`config.mk`:
```
export PLATFORM = sky130hd
export DESIGN_NAME = hash_arbiter
export DESIGN_NICKNAME = d
export VERILOG_FILES = /design/src/rtl/hash_arbiter.sv
export SDC_FILE = /design/constraint.sdc
export NUM_CORES = 1
export LEC_CHECK = 0
export ABC_CLOCK_PERIOD_IN_PS = 1850
export CAP_MARGIN = 20
export CORE_UTILIZATION = 30
export CTS_CLUSTER_SIZE = 16
export DETAILED_ROUTE_END_ITERATION = 7
export GPL_TIMING_DRIVEN = 0
export PLACE_DENSITY = 0.67
export SETUP_SLACK_MARGIN = 0.2
export SLEW_MARGIN = 10
export SYNTH_ARGS = -nofsm -noshare
export SYNTH_HDL_FRONTEND = slang
export SYNTH_SLANG_ARGS = --single-unit
export TNS_END_PERCENT = 10
```
`constraint.sdc`:
```
create_clock -name clk -period 1.85 [get_ports clk]
set_input_delay 0.37 -clock clk [delete_from_list [all_inputs] [get_ports clk]]
set_output_delay 0.37 -clock clk [all_outputs]
set_load 0.05 [all_outputs]
```
`src/rtl/hash_arbiter.sv`:
```
// Round-robin arbiter sharing one hash unit between the FIB insert and lookup paths.
// One transaction in flight: IDLE -> ISSUE -> WAIT (HASH_LAT cycles) -> RESP -> IDLE.
module hash_arbiter #(
  parameter int HASH_LAT = 1
) (
  input  logic        clk,
  input  logic        rst,
  input  logic        ins_req,
  input  logic [63:0] ins_prefix,
  input  logic [5:0]  ins_len,
  output logic        ins_gnt,
  output logic        ins_done,
  input  logic        lkp_req,
  input  logic [63:0] lkp_prefix,
  input  logic [5:0]  lkp_len,
  output logic        lkp_gnt,
  output logic        lkp_done,
  output logic [9:0]  hash_out,
  output logic [63:0] hu_prefix,
  output logic [9:0]  hu_len,
  output logic        hu_valid,
  input  logic [9:0]  hu_value,
  output logic        busy
);

  typedef enum logic [1:0] {IDLE, ISSUE, WAIT, RESP} state_t;

  localparam logic [2:0] WAIT_LOAD = 3'(HASH_LAT - 1);

  state_t      state;
  state_t      state_nxt;
  logic [2:0]  wait_cnt;
  logic        owner_lkp;
  logic [63:0] prefix_q;
  logic [5:0]  len_q;
  logic        req_any;
  logic        win_lkp;
  logic        accept;
  logic        wait_last;

  // owner_lkp doubles as the round-robin pointer: it names the last winner.
  always_comb begin
    req_any   = ins_req | lkp_req;
    win_lkp   = lkp_req & (~ins_req | ~owner_lkp);
    accept    = (state == IDLE) & req_any;
    wait_last = (state == WAIT) & (wait_cnt == 3'd0);
  end

  always_ff @(posedge clk or negedge rst) begin
    if (!rst) begin
      state <= IDLE;
    end else begin
      state <= state_nxt;
    end
  end

  always_comb begin
    state_nxt = state;
    ins_gnt   = 1'b0;
    lkp_gnt   = 1'b0;
    ins_done  = 1'b0;
    lkp_done  = 1'b0;
    hu_valid  = 1'b0;
    case (state)
      IDLE: begin
        if (req_any) state_nxt = ISSUE;
      end
      ISSUE: begin
        hu_valid  = 1'b1;
        ins_gnt   = ~owner_lkp;
        lkp_gnt   = owner_lkp;
        state_nxt = WAIT;
      end
      WAIT: begin
        if (wait_cnt == 3'd0) state_nxt = RESP;
      end
      RESP: begin
        ins_done  = ~owner_lkp;
        lkp_done  = owner_lkp;
        state_nxt = IDLE;
      end
      default: state_nxt = IDLE;
    endcase
  end

  always_ff @(posedge clk or negedge rst) begin
    if (!rst) begin
      wait_cnt  <= 3'd0;
      owner_lkp <= 1'b0;
    end else begin
      if (accept) begin
        owner_lkp <= win_lkp;
      end
      if (state == ISSUE) begin
        wait_cnt <= WAIT_LOAD;
      end else if ((state == WAIT) && (wait_cnt != 3'd0)) begin
        wait_cnt <= wait_cnt - 3'd1;
      end
    end
  end

  // Operands stay on the hash-unit port until the next accepted request.
  always_ff @(posedge clk or negedge rst) begin
    if (!rst) begin
      prefix_q <= 64'd0;
      len_q    <= 6'd0;
      hash_out <= 10'd0;
    end else begin
      if (accept) begin
        prefix_q <= win_lkp ? lkp_prefix : ins_prefix;
        len_q    <= win_lkp ? lkp_len : ins_len;
      end
      if (wait_last) begin
        hash_out <= hu_value;
      end
    end
  end

  always_comb begin
    hu_prefix = prefix_q;
    hu_len    = {4'b0000, len_q};
    busy      = (state != IDLE);
  end

endmodule

```
Yosys cells after proc, flatten, opt, wreduce, memory -nomap -nowiden
Index checks and enable logic that the tools add are counted.
{"block": "totals", "reg_bits": 86, "input_bits": 154, "output_inout_bits": 90, "word_cells": 38}
{"block": "op_classes", "n_addsub": 1, "n_eq_ne": 5, "muxes": 12, "bitwise_logic": 7, "n_reduce_logical": 7}
{"operator": "$mux W64", "count": 1}
{"operator": "$pmux W2 S4", "count": 1}
{"operator": "$mux W3", "count": 2}
{"operator": "$mux W6", "count": 1}
{"operator": "$mux W1", "count": 5}
{"operator": "$eq A2 B2 Y1 const B", "count": 2}
{"operator": "$mux W2", "count": 2}
{"operator": "$ne A2 B2 Y1 const B", "count": 2}
{"operator": "$reduce_bool A2 Y1", "count": 2}
{"operator": "$and A1 B1 Y1", "count": 3}
{"operator": "$logic_not A3 Y1", "count": 1}
{"operator": "$reduce_bool A3 Y1", "count": 1}
{"operator": "$sub A3 B1 Y3 const B", "count": 1}
{"operator": "$eq A2 B1 Y1 const B", "count": 1}
{"operator": "$logic_not A2 Y1", "count": 1}
{"operator": "$not A1 Y1", "count": 2}
{"operator": "$or A1 B1 Y1", "count": 2}
{"operator": "$reduce_and A2 Y1", "count": 1}
{"operator": "$logic_and A1 B1 Y1", "count": 1}

Longest topological paths before layout
Gate-level depths: netlist of run 1.
{"block": "depth", "depth_word": 4, "depth_mapped": 8, "ltp_nobuf": 6}

Worst setup path before layout of run 1
Ideal clock, no wire load.
{"block": "synth_timing", "kind": "reg2out", "from": "reg state[1]", "to": "out ins_gnt", "t_arrival_ns": 1.802, "t_required_ns": 1.480, "setup_slack_ns": -0.322, "stages_incl_launch_ff": 4, "path_buffers": 0, "path_cell_list": "dfrtp_1 > inv_1 > ha_1 > nor2b_1"}
{"block": "synth_via", "elab_chain_len": 2}
{"item": "from (decl)", "line": "30", "source": "state_t state;"}
{"item": "from (signal assigned)", "line": "53", "source": "state <= state_nxt;"}
{"item": "$eq A2 B1 Y1", "line": "64", "source": "case (state)"}
{"item": "$mux W1", "line": "64"}
{"item": "to (decl)", "line": "11", "source": "output logic ins_gnt,"}
No other way between the ends.

Final worst setup path of run 1
{"block": "layout_timing", "from": "reg state[0]", "to": "out lkp_gnt"}
{"block": "layout_via", "elab_chain_len": 2}
{"item": "$eq A2 B1 Y1", "line": "64"}
{"item": "$mux W1", "line": "64"}
{"item": "to (decl)", "line": "16", "source": "output logic lkp_gnt,"}
No other way between the ends.

==> impl_metrics.prom, run 1 <==
# TYPE chip_impl_metric gauge
chip_impl_info{name="run_status",value="complete, no violations"} 1
chip_impl_metric{name="synth_enable_flop_cells",unit=""} 0
chip_impl_metric{name="synth_compound_area_share",unit="%"} 12.5
chip_impl_metric{name="synth.yosys.seq_area_share",unit="%"} 54.2
chip_impl_metric{name="synthArstFlopShare",unit="%"} 100
chip_impl_metric{name="pin_count",unit=""} 244
chip_impl_metric{name="antenna_viol_nets_final",unit=""} 0
chip_impl_metric{name="dp_hpwl",unit="µm"} 10400
chip_impl_metric{name="detailroute.via_count",unit=""} 4126
chip_impl_metric{name="core",unit="mm²"} 0.0128
chip_impl_info{name="ys_dominant_reg_cell",value="sky130_fd_sc_hd__dfrtp_1"} 1
chip_impl_metric{name="r2r_setup_slack",unit="ns"} 0.25
chip_impl_metric{name="layout.nets",unit=""} 869
chip_impl_metric{name="grt_overflow",unit=""} 0
chip_impl_info{name="endpoint_kind",value="primary output"} 1
chip_impl_metric{name="gp_congestion",unit=""} 0.753
chip_impl_metric{name="first_global_vias",unit=""} 4123
chip_impl_metric{name="total_power",unit="mW"} 13.4
chip_impl_metric{name="post_drt_wl_per_cell",unit="µm"} 15.4
chip_impl_metric{name="post-route-cell-area",unit="mm²"} 0.00710
chip_impl_metric{name="synth_fa_ha_area_share",unit="%"} 2.21
chip_impl_metric{name="cts-buffers-inserted",unit=""} 9
chip_impl_metric{name="synth_simple_gate_area_share",unit="%"} 21.3
chip_impl_metric{name="postRouteWirelength",unit="µm"} 13700
chip_impl_metric{name="vdd.ir_drop.worst",unit="µV"} 965
chip_impl_info{name="synth_top_family_by_area",value="simple AND/OR/NAND/NOR gates"} 1
chip_impl_info{name="hold_class",value="in -> async"} 1
chip_impl_metric{name="chipHeight",unit="µm"} 117
chip_impl_metric{name="worst_case_clock_skew",unit="ns"} 0.00617
chip_impl_metric{name="cap_violations",unit=""} 0
chip_impl_metric{name="port_buffers",unit=""} 239
chip_impl_metric{name="drt_pre_antenna_iters",unit=""} 4
chip_impl_info{name="critical_path_class",value="reg -> out"} 1
chip_impl_metric{name="first_pass_grt_wire_length",unit="µm"} 20600
chip_impl_info{name="cell_at_the_root_of_the_clock_tree",value="sky130_fd_sc_hd__clkbuf_16"} 1
chip_impl_info{name="synthDominantAreaCellType",value="sky130_fd_sc_hd__dfrtp_1"} 1
chip_impl_info{name="synthTopCellsByArea",value="sky130_fd_sc_hd__dfrtp_1, sky130_fd_sc_hd__nand2_1, sky130_fd_sc_hd__a31oi_1, sky130_fd_sc_hd__nor2_1, sky130_fd_sc_hd__mux2_2"} 1
chip_impl_metric{name="n_antenna_cell",unit=""} 0
chip_impl_metric{name="cp.arrival",unit="ns"} 1.40
chip_impl_metric{name="final_hold_viol_count",unit=""} 0
chip_impl_metric{name="achievable-frequency",unit="MHz"} 565
chip_impl_metric{name="power-per-cell-area",unit="mW/mm²"} 1890
chip_impl_info{name="critPathLaunchType",value="register"} 1
chip_impl_metric{name="cts.reportedPaths.clkPinSlew",unit="ns"} 0.06
chip_impl_metric{name="yosys_register_bits",unit=""} 86
chip_impl_metric{name="num_rows",unit=""} 41
chip_impl_info{name="timing.rr.end",value="wait_cnt[1]"} 1
chip_impl_metric{name="number_of_antenna_violations_at_the_first_check_in_global_routing",unit=""} 0
chip_impl_metric{name="critical_path_maximum_fanout",unit=""} 5
chip_impl_metric{name="area_growth",unit="%"} 79.0
chip_impl_info{name="grt_setup_unrepaired",value="yes"} 1
chip_impl_metric{name="placed_cells_incl_taps",unit=""} 861
chip_impl_metric{name="area_share_of_xor_xnor_cells_in_the_synthesized_design",unit="%"} 0.221
chip_impl_metric{name="r2r.worst_path.cells",unit=""} 6
chip_impl_metric{name="min_cycle_time_layout",unit="ns"} 1.77
chip_impl_metric{name="post_route_cells_drive_above_1_share",unit="%"} 12.9
chip_impl_metric{name="final_standard_cell_count_with_taps_included_and_fillers_excluded",unit=""} 885
chip_impl_metric{name="worst_slew_margin_rel",unit="%"} 62.1
chip_impl_metric{name="grt_max_degree",unit=""} 47
chip_impl_metric{name="fin_crit_sh",unit="%"} 95.6
chip_impl_metric{name="power.static_leakage",unit="nW"} 3.11
chip_impl_metric{name="floorplan.die_area",unit="mm²"} 0.0137
chip_impl_metric{name="grtUsageTotal",unit="%"} 19.9
chip_impl_metric{name="initialDrtViolationCount",unit=""} 226
chip_impl_metric{name="max_slew.worst_pin.slew",unit="ns"} 0.568
chip_impl_metric{name="cp.required",unit="ns"} 1.48
chip_impl_metric{name="drv_slew",unit=""} 0
chip_impl_metric{name="later_pin_clock_latency_in_the_skew_report",unit="ns"} 0.33
chip_impl_metric{name="yosys_warnings",unit=""} 0
chip_impl_metric{name="synthMuxAreaShare",unit="%"} 3.41
chip_impl_metric{name="mappedNetlistArea",unit="mm²"} 0.00397
chip_impl_metric{name="cts.htree.levels",unit=""} 3
chip_impl_metric{name="post_synth_num_cell_types",unit=""} 21
chip_impl_metric{name="setup_violations",unit=""} 0
chip_impl_metric{name="synthesis.area_per_instance",unit="µm²"} 8.90
chip_impl_metric{name="cts.hold.buffers_added",unit=""} 0
chip_impl_info{name="reg2reg_from",value="state[0]"} 1
chip_impl_metric{name="detail_route.vias_per_cell",unit=""} 4.66
chip_impl_metric{name="tritoncts_num_sinks",unit=""} 86
chip_impl_metric{name="initial_utilization",unit="%"} 31.1
chip_impl_metric{name="synthCells",unit=""} 446
chip_impl_metric{name="postPlaceCellArea",unit="mm²"} 0.00662
chip_impl_metric{name="die_w",unit="µm"} 117
chip_impl_metric{name="drc",unit=""} 0
chip_impl_metric{name="synthDominantCellAreaShare",unit="%"} 54.2
chip_impl_info{name="tritoncts",value="yes"} 1
chip_impl_metric{name="clock_path_buffers",unit=""} 2
## area by class of cell
class,count,area [µm²]
fill,1177,5670
clock buffer,10,239
clock inverter,6,133
multi-input combinational,322,1640
timing repair buffer,248,2420
sequential,86,2150
buffer,35,277
tap,172,215
inverter,6,25.0
## what timing repair did
| action | 4_1_cts | 5_1_grt |
|---|---|---|
| cloned | 0 | 1 |
| setup buffers | 3 | 4 |
| setup endpoints to repair | 168 | 79 |
| pin swaps | 2 | 1 |
| gates resized for setup | 146 | 9 |
## flip-flops by register name (all words and copies together) (netlist names)
name and cells:
owner_lkp 1, wait_cnt 3, state 2, hu_prefix 64, hash_out 10, len_q 6
## per-stage QoR
| stage | utilization [%] | setup WS (ns) | hold slack, ns | TNS (ns) |
|---|---|---|---|---|
| finish | 55.6 | 0.0808 | 0.0316 | 0 |
| global route | 55.6 | 0.0487 | 0.0787 | 0 |
| CTS | 54.8 | 0.0599 | 0.0436 | 0 |
| global placement | 51.7 | -2.82 | 0.486 | -259.15 |
| floorplan | - | 0.228 | 0.0744 | 0 |
| detailed placement | 51.8 | -0.336 | 0.400 | -19.80 |
## cell usage after synthesis, drive strengths merged (2+ instances only)
master,n
nand2,141
buf,35
dfrtp,86
nor2b,3
ha,7
and2,2
nor2,74
a31oi,71
mux2,12
inv,6
## how the worst max path moves through the flow
| stage | start | end | slack, ns | depth (start not counted) |
|---|---|---|---|---|
| 3_5_place_dp | lkp_req | hu_prefix[45] | -0.34 | 5 |
| 2_1_floorplan | state[1] | ins_gnt | 0.23 | 3 |
| 5_1_grt | state[0] | lkp_gnt | 0.05 | 4 |
| 3_3_place_gp | rst | hu_prefix[2] | -2.82 | 1 |
| 6_report | state[0] | lkp_gnt | 0.08 | 4 |
| 4_1_cts | state[0] | lkp_gnt | 0.06 | 4 |
## cell usage in the layout (no fill, tap or decap), drive strengths merged
cell type      instances
nor2                  74
buf                   48
clkinvlp               1
nor2b                  3
a21oi                  1
dlymetal6s2s           1
nor3b                  1
a21bo                  1
inv                    6
o21a                   1
and2                   2
mux2                  12
a31oi                 71
a21boi                 1
dfrtp                 86
clkdlybuf4s50        151
conb                   4
clkbuf                13
dlygate4sd2           80
o32a                   1
xnor2                  1
ha                     7
bufinv                 4
clkinv                 1
nand2                141
a211oi                 1
## critical path, stage by stage, from the launching register on
cell and delay [ns]:
sky130_fd_sc_hd__dfrtp_1 0.40, sky130_fd_sc_hd__buf_4 0.15, sky130_fd_sc_hd__ha_4 0.17, sky130_fd_sc_hd__and2_2 0.19
sky130_fd_sc_hd__buf_6 0.15
## routing by layer
layer / track usage, % / wire (µm)
met5: 0 / 0
met4: 5.91 / 176
met3: 6.33 / 1190
met2: 36.1 / 6750
met1: 22.4 / 5550
## logic make-up (layout without fill, tap and decap cells)
group	count (synthesis)	in the layout
xor+xnor	1	1
simple gates	221	221
flops	86	86
compound gates	77	77
other cells	1	4
mux	12	12
fa+ha+maj	7	7
buf+inv	41	305
## power by group
group	switching, mW	internal [mW]	total [mW]
clock network	0.744	1.49	2.24
registers	0.480	2.82	3.30
logic	5.34	2.52	7.86
(Power assumes the default switching activity.)
==> inputs of run 2 (changes only) <==
- CORE_UTILIZATION: 30 -> 37
- PLACE_DENSITY: 0.67 -> 0.8
==> run 2 against run 1 <==
Compared with the run above: design area up 1.3%; fmax up 1.1%; register-to-register slack worse by 0.04 ns; flip-flop and latch count unchanged; largest power group unchanged.
==> impl_metrics.prom, run 2 (same netlist as run 1, synthesis figures left out) <==
# TYPE chip_impl_metric gauge
chip_impl_metric{name="final_hold_viol_count",unit=""} 0
chip_impl_metric{name="achievable-frequency",unit="MHz"} 571
chip_impl_metric{name="pin_count",unit=""} 244
chip_impl_metric{name="post_drt_wl_per_cell",unit="µm"} 17.0
chip_impl_metric{name="first_pass_grt_wire_length",unit="µm"} 21400
chip_impl_metric{name="place_ws",unit="ns"} -0.230
chip_impl_metric{name="cts.reportedPaths.clkPinSlew",unit="ns"} 0.09
chip_impl_metric{name="port_buffers",unit=""} 239
chip_impl_info{name="grt.busiest_layer",value="met2"} 1
chip_impl_metric{name="largest_register_ffs",unit=""} 64
chip_impl_metric{name="pwr-share-comb",unit="%"} 63.7
chip_impl_info{name="layout_commonest_cell",value="sky130_fd_sc_hd__clkdlybuf4s50_1"} 1
chip_impl_metric{name="total_power",unit="mW"} 13.4
chip_impl_metric{name="power.static_leakage",unit="nW"} 3.16
chip_impl_metric{name="grt_util_met1",unit="%"} 28.2
chip_impl_metric{name="first_global_vias",unit=""} 4215
chip_impl_info{name="layout.cells.most_common_list",value="sky130_fd_sc_hd__clkdlybuf4s50_1, sky130_fd_sc_hd__nand2_1, sky130_fd_sc_hd__dfrtp_1"} 1
chip_impl_metric{name="initial_utilization",unit="%"} 38.3
chip_impl_metric{name="grt_overflow",unit=""} 0
chip_impl_metric{name="min_cycle_time_layout",unit="ns"} 1.75
chip_impl_metric{name="setup_violations",unit=""} 0
chip_impl_metric{name="floorplan.die_area",unit="mm²"} 0.0111
chip_impl_info{name="grt_setup_unrepaired",value="yes"} 1
chip_impl_metric{name="drt_pre_antenna_iters",unit=""} 4
chip_impl_metric{name="final_core_utilization",unit="%"} 69.3
chip_impl_metric{name="post-route-cell-area",unit="mm²"} 0.00719
chip_impl_metric{name="later_pin_clock_latency_in_the_skew_report",unit="ns"} 0.36
chip_impl_metric{name="number_of_antenna_violations_at_the_first_check_in_global_routing",unit=""} 0
chip_impl_metric{name="clockPowerShare",unit="%"} 11.0
chip_impl_metric{name="num_rows",unit=""} 37
chip_impl_metric{name="drc",unit=""} 0
chip_impl_metric{name="final_layout_fill_cell_count",unit=""} 830
chip_impl_metric{name="fin_crit_sh",unit="%"} 94.6
chip_impl_metric{name="worst_slew_margin_rel",unit="%"} 62.9
chip_impl_metric{name="postPlaceCellArea",unit="mm²"} 0.00658
chip_impl_info{name="critPathLaunchType",value="register"} 1
chip_impl_metric{name="core",unit="mm²"} 0.0104
chip_impl_metric{name="cellInternalPower",unit="mW"} 6.56
chip_impl_metric{name="cts.htree.levels",unit=""} 3
chip_impl_metric{name="cts-buffers-inserted",unit=""} 9
chip_impl_metric{name="grt_max_degree",unit=""} 53
chip_impl_metric{name="cap_violations",unit=""} 0
chip_impl_metric{name="max_slew.worst_pin.slew",unit="ns"} 0.559
chip_impl_metric{name="worst_case_clock_skew",unit="ns"} 0.00980
chip_impl_metric{name="layout.nets",unit=""} 881
chip_impl_info{name="hold_class",value="in -> reg"} 1
chip_impl_metric{name="worst_hold_slack",unit="ns"} 0.460
chip_impl_metric{name="n_antenna_cell",unit=""} 0
chip_impl_metric{name="detail_route.vias_per_cell",unit=""} 5.01
chip_impl_metric{name="power-per-cell-area",unit="mW/mm²"} 1860
chip_impl_metric{name="finalWorstSetupSlack",unit="ns"} 0.0999
chip_impl_metric{name="gp_congestion",unit=""} 0.826
chip_impl_metric{name="area_growth",unit="%"} 81.2
chip_impl_metric{name="initialDrtViolationCount",unit=""} 282
chip_impl_metric{name="die_w",unit="µm"} 106
chip_impl_info{name="tritoncts",value="yes"} 1
chip_impl_info{name="critical_path_class",value="reg -> out"} 1
chip_impl_metric{name="post_route_cells_drive_above_1_share",unit="%"} 16.0
chip_impl_metric{name="grt_use_met2",unit="%"} 45.0
chip_impl_metric{name="antenna_viol_nets_final",unit=""} 0
chip_impl_metric{name="clock_path_buffers",unit=""} 2
chip_impl_metric{name="detailroute.via_count",unit=""} 4317
chip_impl_metric{name="vdd.ir_drop.worst",unit="µV"} 882
chip_impl_metric{name="chipHeight",unit="µm"} 106
chip_impl_metric{name="drv_slew",unit=""} 0
chip_impl_info{name="endpoint_kind",value="primary output"} 1
chip_impl_metric{name="postRouteWirelength",unit="µm"} 14600
chip_impl_metric{name="grt_util_met3",unit="%"} 5.81
chip_impl_metric{name="net-switching-power",unit="mW"} 6.79
chip_impl_info{name="cell_at_the_root_of_the_clock_tree",value="sky130_fd_sc_hd__clkbuf_8"} 1
chip_impl_metric{name="sw_frac_of_total",unit="%"} 50.9
chip_impl_metric{name="dp_hpwl",unit="µm"} 10300
chip_impl_metric{name="power.share.sequential",unit="%"} 25.3
chip_impl_metric{name="tritoncts_num_sinks",unit=""} 86
chip_impl_metric{name="cp.required",unit="ns"} 1.48
chip_impl_metric{name="critical_path_maximum_fanout",unit=""} 4
chip_impl_info{name="run_status",value="complete, no violations"} 1
chip_impl_metric{name="cp.arrival",unit="ns"} 1.38
chip_impl_metric{name="grtUsageTotal",unit="%"} 24.8
[run 2: worst paths after layout]
path | from | slack (ns) | endpoint | cells past startpoint
min reg2reg | hash_out[4] | 0.51 | hash_out[4] | 1
min in group asynchronous | rst | 0.50 | hash_out[9] | 2
max reg2reg | state[0] | 0.21 | hu_prefix[34] | 9
max | state[1] | 0.1 | ins_gnt | 4
min | ins_req | 0.46 | owner_lkp | 2
max in group asynchronous | rst | 0.72 | hu_prefix[19] | 3
[run 2: area by class of cell]
| cell class | instances | area [µm²] | share of cell area [%] |
|---|---|---|---|
| buffer | 35 | 298 | 4.14 |
| clock buffer | 12 | 145 | 2.02 |
| clock inverter | 4 | 70.1 | 0.975 |
| inverter | 6 | 27.5 | 0.383 |
| multi-input combinational | 322 | 1710 | 23.7 |
| sequential | 86 | 2150 | 30.0 |
| tap | 136 | 170 | 2.37 |
| timing repair buffer | 260 | 2620 | 36.4 |
[run 2: power by group through the flow]
stage	Combinational [mW]	Sequential, mW	Clock (mW)
after global routing	8.94	3.49	1.57
after global placement	8.01	3.33	0
final	8.51	3.38	1.47
after floorplan	2.16	6.41	0
after CTS	7.89	3.34	1.49
after detailed placement	8.14	3.39	0
[run 2: what timing repair did]
| item | in CTS | in global routing |
|---|---|---|
| hold endpoints to repair | 34 | 0 |
| endpoints found under the setup margin | 168 | 141 |
| gates resized for setup | 161 | 38 |
| buffers inserted | 7 | 6 |
| cloned | 0 | 6 |
| pin swaps | 3 | 1 |
| hold buffers | 1 | 0 |
[run 2: metal layers]
metal / vias up / share of wire (%) / wire length, µm
li1: 2024 / - / -
met1: 2096 / 38 / 5510
met2: 171 / 53 / 7680
met3: 26 / 7.2 / 1050
met4: 0 / 2.4 / 352
met5: - / 0 / 0
[run 2: worst max-delay path: stages (launching register included)]
cell and delay, ns:
sky130_fd_sc_hd__dfrtp_1 0.42, sky130_fd_sc_hd__inv_2 0.13, sky130_fd_sc_hd__ha_4 0.17, sky130_fd_sc_hd__nor2b_4 0.15, sky130_fd_sc_hd__buf_8 0.15
[run 2: metrics by stage]
stage                     cells  TNS, ns
after floorplan             449        0
after global placement      824  -248.64
after detailed placement    825   -11.83
after CTS                   849        0
after global routing        861        0
final                       861        0
==> inputs of run 3 (changes only) <==
- SLEW_MARGIN: 10 -> 20
==> results of run 3 <==
Same layout as run 2: the final DEF is identical, and so are final timing and power.
